--- src/rtl/ram_read_scanner.sv ---
`default_nettype none
// ============================================================================
// Module  : ram_read_scanner
// Brief   : Sweeps the RAM read address (timed or single-step) and presents
//           an aligned, settled address/data pair for display.
// Revision: 1.0 - initial release
// ============================================================================
module ram_read_scanner #(
  parameter int ADDR_WIDTH  = 5,
  parameter int DATA_WIDTH  = 4,
  parameter int TICK_CYCLES = 67_108_864,
  parameter int RD_LATENCY  = 1
) (
  input  logic                  clk,
  input  logic                  reset,
  input  logic                  run,
  input  logic                  step,
  output logic [ADDR_WIDTH-1:0] rd_addr,
  input  logic [DATA_WIDTH-1:0] rd_data,
  output logic [ADDR_WIDTH-1:0] disp_addr,
  output logic [DATA_WIDTH-1:0] disp_data,
  output logic                  disp_valid,
  output logic                  sweep_done
);

  localparam int                    TIMER_W     = $clog2(TICK_CYCLES);
  localparam logic [TIMER_W-1:0]    TIMER_LAST  = TIMER_W'(TICK_CYCLES - 1);
  localparam int                    SETTLE_W    = $clog2(RD_LATENCY + 2);
  localparam logic [SETTLE_W-1:0]   SETTLE_INIT = SETTLE_W'(RD_LATENCY + 1);
  localparam logic [ADDR_WIDTH-1:0] ADDR_MAX    = '1;

  logic [TIMER_W-1:0]                     timer_q, timer_d;
  logic [SETTLE_W-1:0]                    settle_q, settle_d;
  logic                                   step_prev_q, step_prev_d;
  logic [ADDR_WIDTH-1:0]                  rd_addr_q, rd_addr_d;
  logic [RD_LATENCY-1:0][ADDR_WIDTH-1:0]  addr_pipe_q, addr_pipe_d;
  logic [ADDR_WIDTH-1:0]                  disp_addr_q, disp_addr_d;
  logic [DATA_WIDTH-1:0]                  disp_data_q, disp_data_d;
  logic                                   sweep_done_q, sweep_done_d;
  logic                                   advance;

  always_comb begin
    advance      = 1'b0;
    timer_d      = '0;
    step_prev_d  = step;
    rd_addr_d    = rd_addr_q;
    sweep_done_d = 1'b0;
    settle_d     = (settle_q != '0) ? settle_q - SETTLE_W'(1) : '0;

    // Run gates the step edge; a falling run in the terminal cycle cancels the tick.
    if (run) begin
      if (timer_q == TIMER_LAST) begin
        advance = 1'b1;
      end else begin
        timer_d = timer_q + TIMER_W'(1);
      end
    end else begin
      advance = step && !step_prev_q;
    end

    if (advance) begin
      rd_addr_d    = rd_addr_q + ADDR_WIDTH'(1);
      sweep_done_d = (rd_addr_q == ADDR_MAX);
      settle_d     = SETTLE_INIT;
    end

    addr_pipe_d[0] = rd_addr_q;
    for (int i = 1; i < RD_LATENCY; i++) begin
      addr_pipe_d[i] = addr_pipe_q[i-1];
    end
    disp_addr_d = addr_pipe_q[RD_LATENCY-1];
    disp_data_d = rd_data;
  end

  always_ff @(posedge clk or negedge reset) begin
    if (!reset) begin
      timer_q      <= '0;
      settle_q     <= SETTLE_INIT;
      step_prev_q  <= 1'b1;
      rd_addr_q    <= '0;
      addr_pipe_q  <= '0;
      disp_addr_q  <= '0;
      disp_data_q  <= '0;
      sweep_done_q <= 1'b0;
    end else begin
      timer_q      <= timer_d;
      settle_q     <= settle_d;
      step_prev_q  <= step_prev_d;
      rd_addr_q    <= rd_addr_d;
      addr_pipe_q  <= addr_pipe_d;
      disp_addr_q  <= disp_addr_d;
      disp_data_q  <= disp_data_d;
      sweep_done_q <= sweep_done_d;
    end
  end

  assign rd_addr    = rd_addr_q;
  assign disp_addr  = disp_addr_q;
  assign disp_data  = disp_data_q;
  assign disp_valid = (settle_q == '0);
  assign sweep_done = sweep_done_q;

endmodule
`default_nettype wire

--- config.mk ---
export PLATFORM = sky130hd
export DESIGN_NAME = ram_read_scanner
export DESIGN_NICKNAME = d
export VERILOG_FILES = /design/src/rtl/ram_read_scanner.sv
export SDC_FILE = /design/constraint.sdc
export NUM_CORES = 1
export LEC_CHECK = 0
export BUFFER_PORTS_ARGS = -buffer_cell sky130_fd_sc_hd__buf_2
export CORE_ASPECT_RATIO = 1.2
export CORE_MARGIN = 5
export CORE_UTILIZATION = 35
export CTS_CLUSTER_DIAMETER = 50
export DETAILED_ROUTE_END_ITERATION = 10
export GPL_ROUTABILITY_DRIVEN = 0
export PLACE_DENSITY = 0.56
export SLEW_MARGIN = 25
export SYNTH_ARGS = -nofsm -noshare
export SYNTH_HDL_FRONTEND = slang
export SYNTH_SLANG_ARGS = --single-unit
--- constraint.sdc ---
create_clock -name clk -period 5 [get_ports clk]
set_input_delay 0.25 -clock clk [delete_from_list [all_inputs] [get_ports clk]]
set_output_delay 0.25 -clock clk [all_outputs]
set_load 0.05 [all_outputs]
**Word-level counts from Yosys, hierarchy flattened**

Cells that the tools add are included.
Widths: inputs -> output; s select.

- Shift operators: 0
- Equality and inequality tests: 2
- $lt $le $gt $ge: 0
- Mux-type cells: 7
- Bitwise logic cells: 0
- Div/mod/pow operators: 0
- Reduce and logical (&&, ||, !) cells: 4
- $add $sub $neg: 3
- $mul: 0

Operators with widths:

| kind | count |
|---|---|
| $mux 26 | 2 |
| $add 26x1->26 const B | 1 |
| $eq 26x26->1 const B | 1 |
| $add 5x1->5 const B | 1 |
| $eq 5x5->1 const B | 1 |
| $mux 2 | 2 |
| $mux 1 | 3 |
| $logic_not 2->1 | 1 |
| $reduce_bool 2->1 | 1 |
| $sub 2x1->2 const B | 1 |
| $logic_and 1x1->1 | 1 |
| $logic_not 1->1 | 1 |

- ROM bits: 0
- Register bits: 49
- Input bits: 8
- Memories: 0
- Output and inout port bits: 16
- Bits in latches: 0
- Memory bits (writable): 0
- Word-level logic and storage cells: 24

**Depth between registers and ports, before layout**

Gate-level depths: netlist of run 1.

- Depth after elaboration: 4
- Gate-level depth with buffers: 7
- Depth with buffers taken out: 5

**Worst setup path before layout of run 1**

OpenSTA, ideal clock, no wires.

- Path kind: register to register
- Start point: register timer_q[0]
- End point: register rd_addr_q[1], in the netlist rd_addr[1]
- Arrival time: 1.753 ns
- Path buffers: 1
- Library setup time: 0.125 ns
- Setup slack: 3.122 ns
- Period minus slack after synthesis: 1.878 ns
- Required time: 4.875 ns
- Stages on the path, launching flop included: 7
- Path through: dfrtp_1 ha_1 and4_1 buf_4 nand4_4 o31ai_4 mux2_2

- Longest elaborated chain between the ends: 3

RTL lines:

| element | line | RTL |
|---|---|---|
| from (decl) | 32 | `logic [TIMER_W-1:0] timer_q, timer_d;` |
| from (signal assigned) | 86 | `timer_q <= timer_d;` |
| $eq 26x26->1 | 52 | `if (timer_q == TIMER_LAST) begin` |
| $mux 1 | 52 |  |
| $mux 1 | 51 | `if (run) begin` |
| to (signal assigned) | 89 | `rd_addr_q <= rd_addr_d;` |
| to (decl) | 35 | `logic [ADDR_WIDTH-1:0] rd_addr_q, rd_addr_d;` |

No other way between the ends.
A chain may end at the register's enable or synchronous reset.

**Final worst setup path of run 1**

- Start point: register timer_q[0]
- End point: register timer_q[5]

- Longest elaborated chain between the ends: 3
- Elaborated cells between the ends (all ways): 4
- Classes of those cells: 1 x add/sub; 1 x eq/ne; 2 x mux

RTL lines:

| element | line |
|---|---|
| $add 26x1->26 or $eq 26x26->1 (tied branches) | 55, 52 |
| $mux 26 (*) | 52 |
| $mux 26 (*) | 51 |
| net timer_d[5] | 32 |

The timed path passes the listed nets; every way through them passes the cells marked *.

==> metrics.md, run 1 <==
| Metric | Value |
|---|---|
| Post CTS Setup Buffer Count | 0 |
| Max-capacitance violation count | 0 |
| Die Wd | 82.0 um |
| Relative slew margins | 0.601 |
| Synthesized instance count | 187 |
| #FFs+latches synth | 49 |
| Core Footprint | a little over 6000 um2 |
| PortBufs | 23 |
| Worst slew pin tran | 598 ps |
| Min Tclk post-route | 2350 ps |
| Post_cts resized | 0 |
| CTS tree | yes |
| Reg power frac | 0.503 |
| Simple-Gate Fraction of Synth Area | 0.212 |
| Largest family of logic cells by synthesized area | simple AND/OR/NAND/NOR gates |
| Final Hold Vio Count | 0 |
| Slew Viols, Final | 0 |
| Synthesis-to-finish area growth | 13.1% |
| Mux share of post-synthesis cell area | 0.0103 |
| Synthesized area | 2180 um2 |
| Post-synthesis xor/xnor area fraction | 0.0482 |
| Die ar. | 7910 um2 |
| Post-synth top area share | 0.540 |
| Detailed Route WL | between 3000 and 4000 um |
| Starting DRC count in detailed routing | 47 |
| CTS Buf Count | 5 |
| Final net count | about 220 |
| Status | finished, final reports clean |
| Per-cell routed wire length | 12.9 um |
| Final setup fails | 0 |
| Highest clock rate | 0.425 GHz |
| DRT Pass-1 Iters | 4 |
| CTS Buffer Depth | 2 |
| Combinational share of power | 0.203 |
| Synth Warn # | 0 |
| Startpoint Class | flip-flop |
| Final TNS setup | 0 ps |
| Crit path arrival time | 2540 ps |
| Vias in the first global route | 1423 |
| Vias | about 1500 |
| Remaining global-route overflow | 0 |
| NetSw | 0.000285 W |
| Die Y | 96.4 um |
| Synth cell types | 37 |
| Post-synth EDFFs | 0 |
| Pint | about 0.00063 W |
| Post-synthesis compound-gate area fraction | 0.116 |
| Power density over the cells | 371 nW/um2 |
| Maximum VDD drop | ~170 uV |
| Vias per inst | 4.97 |
| Area leader, netlist | dfrtp_1 |
| Count leader, synth | dfrtp_1 |
| Routed Antenna Nets | 0 |
| Dominant delay contributor by cell family on the critical path | simple AND/OR/NAND/NOR gates |
| Hold/Removal Path Class | in2async |
| Clk sinks | 49 |
| Pleak | 1.04 nW |
| All-Layer GR Usage | 0.111 |
| Diode count | 0 |
| First-pass GRT wire length | approximately 6700 um |
| Clock H-tree levels | 2 |
| Most used DFF post-synth | dfrtp_1 |
| Drt drc | 0 |
| Worst path bufs/invs | 1 |
| Ranking of synthesized cells by area | dfrtp_1 54%, xor2_1 4.0%, a21oi_1 2.8% |
| Final critical-path share of the clock period | 0.471 |
| Worst hold slack | between 30 and 40 ps |
| Largest net degree at the start of global routing | 50 |
| Initial antenna violation count | 0 |
| Io pins | 24 |
| Net Count, Synth | 198 |
| Sw Ratio | 0.312 |
| Critical Path, Cell by Cell | ha_1 -> and4_1 -> nand4_4 -> o41ai_4 -> buf_4 -> nor2_1 |
| Critical path's slowest cell | o41ai_4 |
| Sequential area share after synthesis | 0.564 |
| Initial core utilization | 0.360 |
| CTS Hold Buffers Added | 0 |
| Adder-cell share of the synthesized area | 0.0172 |
| Worst Path Max Fanout | 13 |
| Clock root cell | clkbuf_8 |
| RSZ-0062 raised after global routing | false |
| Crit path kind | reg2reg |
| Syn_area_per_cell | 11.6 um2 |
| Worst Path Required | ~5200 ps |
| Crit end category | flip-flop |
| FP Rows | 31 |
| Final Skew | ~5.0 ps |
| Part of the power in the clock network | 0.294 |
| FFs w/ async S/R, synth | 1.00 |
| Synth cell count leaders | 47 x dfrtp_1, 15 x nor2_1, 12 x a21oi_1 |
| Post-DP HPWL | 2660 um |
| Clock-pin slew on the worst setup and hold paths | 90 ps |
| Latest clock arrival within the worst-skew pair | about 300 ps |
| Layout cells sized above 1 | 0.197 |
| Critical Path Max Stage Delay | 600 ps |
per-stage QoR:
step                      utilization  area, um2  power (W)  setup slack (ps)  instances
after CTS                       0.407       2460   0.000935              2590        295
final                           0.407       2460   0.000915              2650        295
after global routing            0.407       2460   0.000966              2420        295
after detailed placement        0.390       2360   0.000659              2610        288
after floorplan                     -       2180   0.000607              3120        187
after global placement          0.389       2350   0.000656              2460        287
layout make-up:
type	count	area, um2
Fill cell	624	3590
Sequential cell	49	1230
Multi-Input combinational cell	127	880
Timing Repair Buffer	25	130
Tap cell	82	103
Clock buffer	5	68.8
Clock inverter	2	35.0
Inverter	5	18.8
kinds of logic after synthesis:
| family | count (synthesis) |
|---|---|
| and+or+nand+nor | 75 |
| DFF | 49 |
| AOI/OAI and AO/OA | 35 |
| xor gates and xnor gates | 12 |
| buffers and inverters | 11 |
| adders and majority gates | 3 |
| muxes | 2 |
per-layer routing:
metal,wire length (um),vias to the layer above,GRT usage,part of all wire
li1,-,739,-,-
met2,1820,19,0.179,0.48
met1,1780,703,0.135,0.47
met5,0,-,0,0
met3,152,5,0.0315,0.040
met4,60,0,0.0554,0.016
registers in the layout (all words and copies together), names as in the netlist:
register	count
addr_pipe_q	5
disp_addr	5
disp_data	4
rd_addr	5
settle_q	2
step_prev_q	1
sweep_done	1
timer_q	26
cell usage in the layout (no fill, tap or decap), drive strengths merged, types with 4 or more instances in the layout:
cell type | synthesis | routed
inv | 5 | 5
and4 | 6 | 6
a21oi | 13 | 13
buf | 6 | 25
dfrtp | 47 | 47
nand2 | 9 | 9
nand4 | 10 | 10
xor2 | 10 | 10
and2 | 4 | 4
o21ai | 6 | 6
clkbuf | 0 | 5
nor2 | 15 | 15
or4 | 9 | 9
o31ai | 9 | 9
nand3 | 10 | 10
worst paths after layout:
path                                           from                     end  slack [ps]  cells after the start
setup / recovery               timer_q[0]$_DFF_PN0_    timer_q[5]$_DFF_PN0_        2650                      6
hold / removal                                reset   settle_q[0]$_DFF_PN0_          40                      2
setup reg to reg               timer_q[0]$_DFF_PN0_    timer_q[5]$_DFF_PN0_        2650                      6
hold reg to reg            addr_pipe_q[0]$_DFF_PN0_  disp_addr[0]$_DFF_PN0_         350                      0
max in group asynchronous                     reset   timer_q[16]$_DFF_PN0_        4560                      2
min in group clk                         rd_data[2]  disp_data[2]$_DFF_PN0_          50                      1
power by group through the flow:
stage	Sequential, W	Combinational (W)	Clock [W]
4_1_cts	0.000462	0.000189	0.000284
3_3_place_gp	0.000469	0.000187	0
6_report	0.000461	0.000186	0.000269
3_5_place_dp	0.000470	0.000189	0
2_1_floorplan	0.000563	0.0000437	0
5_1_grt	0.000467	0.000201	0.000298
Note: power is estimated with default switching activity, not from simulation.
==> run 2, diff against run 1 <==
- PLACE_DENSITY: 0.56 -> 0.58
- clock period: 5 -> 2 ns (I/O delays scaled with it)
==> run 2 against run 1 <==
Compared with the run above:
- critical path depth stayed put
- fmax grew 26%
- sequential cell count unchanged
- non-clock buffer count rose by 15
- worst setup slack got worse by 2500 ps
- clock skew is 3.8 ps higher
- sequential share of layout area is 2.7 points lower
- largest power group unchanged
- highest routed layer unchanged
==> metrics.md, run 2 (same netlist as run 1, synthesis figures left out) <==
| Metric | Value |
|---|---|
| Status | finished, final reports clean |
| Cell count of the worst hold path | 2 |
| Final Skew | 8.79 ps |
| Critical R2R Launch | timer_q[0]$_DFF_PN0_ |
| Crit end category | flip-flop |
| Post CTS Setup Buffer Count | 0 |
| DP Cell Count | 297 |
| Commonest non-fill, non-tap cells in the layout | 47 x dfrtp_1, 23 x buf_2, 15 x nor2_1 |
| All-Layer GR Usage | 0.120 |
| Per-cell routed wire length | 13.5 um |
| Final Hold Vio Count | 0 |
| Max-capacitance violation count | 0 |
| Worst-case reg-to-reg path depth | 6 |
| Drt drc | 0 |
| Clock H-tree levels | 2 |
| Layout Cells excl Fill | 311 |
| Clk sinks | 49 |
| Io pins | 24 |
| Multi-input gate area | 883 um2 |
| Final setup fails | 0 |
| Maximum VDD drop | between 500 and 600 uV |
| Startpoint Class | flip-flop |
| Final net count | roughly 240 |
| Pleak | 1.11 nW |
| Hold Crit Start | run |
| Post-DP HPWL | roughly 2900 um |
| Largest Register | timer_q |
| Worst setup startpoint | timer_q[0]$_DFF_PN0_ |
| Relative slew margins | 0.629 |
| Largest net degree at the start of global routing | 26 |
| Highest clock rate | 0.535 GHz |
| Worst Path Required | 2180 ps |
| Power density over the cells | between 800 and 900 nW/um2 |
| Pre-CTS WS | 126 ps |
| Die Y | 96.4 um |
| CTS tree | yes |
| Clock-pin slew on the worst setup and hold paths | ~90 ps |
| DRT Pass-1 Iters | 4 |
| First-pass GRT wire length | 7370 um |
| Starting DRC count in detailed routing | 92 |
| Worst Path Max Fanout | 10 |
| Vias | 1544 |
| Crit path arrival time | 2050 ps |
| Final TNS setup | 0 ps |
| Slew Viols, Final | 0 |
| Detailed Route WL | roughly 4200 um |
| Area occupied by registers | 1230 um2 |
| FP Rows | 31 |
| Routed Antenna Nets | 0 |
| Layout cells sized above 1 | 0.236 |
| Initial antenna violation count | 0 |
| CTS Buffer Depth | 2 |
| Initial core utilization | 0.360 |
| Remaining global-route overflow | 0 |
| Clock root cell | clkbuf_8 |
| Final setup margin | between 100 and 150 ps |
| Core Footprint | 6050 um2 |
| CTS Buf Count | 5 |
| Synthesis-to-finish area growth | 19.5% |
| Max reg flops | 26 |
| Worst slew pin tran | roughly 560 ps |
| Vias in the first global route | about 1600 |
| Die ar. | 7910 um2 |
| Vias per inst | 4.96 |
| Crit path kind | reg2reg |
| Layout fillers | ~610 |
| Latest clock arrival within the worst-skew pair | 300 ps |
| Post-Route Utilization | 0.430 |
| Min Tclk post-route | 1870 ps |
| Commonest non-fill, non-tap cell in the layout | dfrtp_1 |
| Diode count | 0 |
| Final critical-path share of the clock period | 0.934 |
| PortBufs | 23 |
| Hold/Removal Path Class | in2reg |
| Tot Pwr | roughly 0.0023 W |
| Die Wd | 82.0 um |
| RSZ-0062 raised after global routing | false |
-- run 2: layer usage --
layer / wire [um] / global-route usage / up-vias
met4: 70 / 0.0457 / 0
met1: 1950 / 0.145 / 747
met5: 0 / 0 / -
li1: - / - / 768
met3: 121 / 0.0250 / 6
met2: 2040 / 0.209 / 23
-- run 2: through the flow --
stage | hold slack (ps) | cell area, um2
floorplan | -196 | 2180
global placement | 124 | 2440
finish | 84.4 | 2600
global route | 72.6 | 2600
detailed placement | 125 | 2440
CTS | 74.3 | 2600
-- run 2: critical path, cell delays in order, from the launching register on --
cell and delay, ps:
dfrtp_1 390, ha_1 230, and4_2 300, nand4_4 170, o41ai_4 350, buf_4 240
a21oi_1 60
-- run 2: layout make-up --
class	count	area share
sequential	49	0.472
multi-input combinational	127	0.339
timing repair buffer	40	0.104
tap	82	0.0394
clock buffer	6	0.0317
inverter	5	0.00721
clock inverter	2	0.00625
-- run 2: timing repair --
action                                  in CTS  in global routing
hold buffers                                 6                  0
endpoints found under the setup margin       0                  3
gates resized for setup                      0                  2
endpoints found under the hold margin       27                  0
-- run 2: path summary, 6_finish.rpt --
check / slack, ps / endpoint
max in group asynchronous: 1160 / timer_q[15]$_DFF_PN0_
min: 80 / timer_q[24]$_DFF_PN0_
min reg2reg: 360 / disp_addr[3]$_DFF_PN0_
min in group asynchronous: 310 / settle_q[0]$_DFF_PN0_
max reg2reg: 130 / timer_q[11]$_DFF_PN0_
max: 130 / timer_q[11]$_DFF_PN0_
-- run 2: where the power goes --
| part | switching, W | leakage (nW) | internal (W) | total, W |
|---|---|---|---|---|
| Clock | 0.000343 | 0.0478 | 0.000285 | 0.000628 |
| Sequential | 0.0000630 | 0.616 | 0.00110 | 0.00116 |
| Combinational | 0.000357 | 0.447 | 0.000131 | 0.000488 |
| Total | 0.000763 | 1.11 | 0.00151 | 0.00228 |
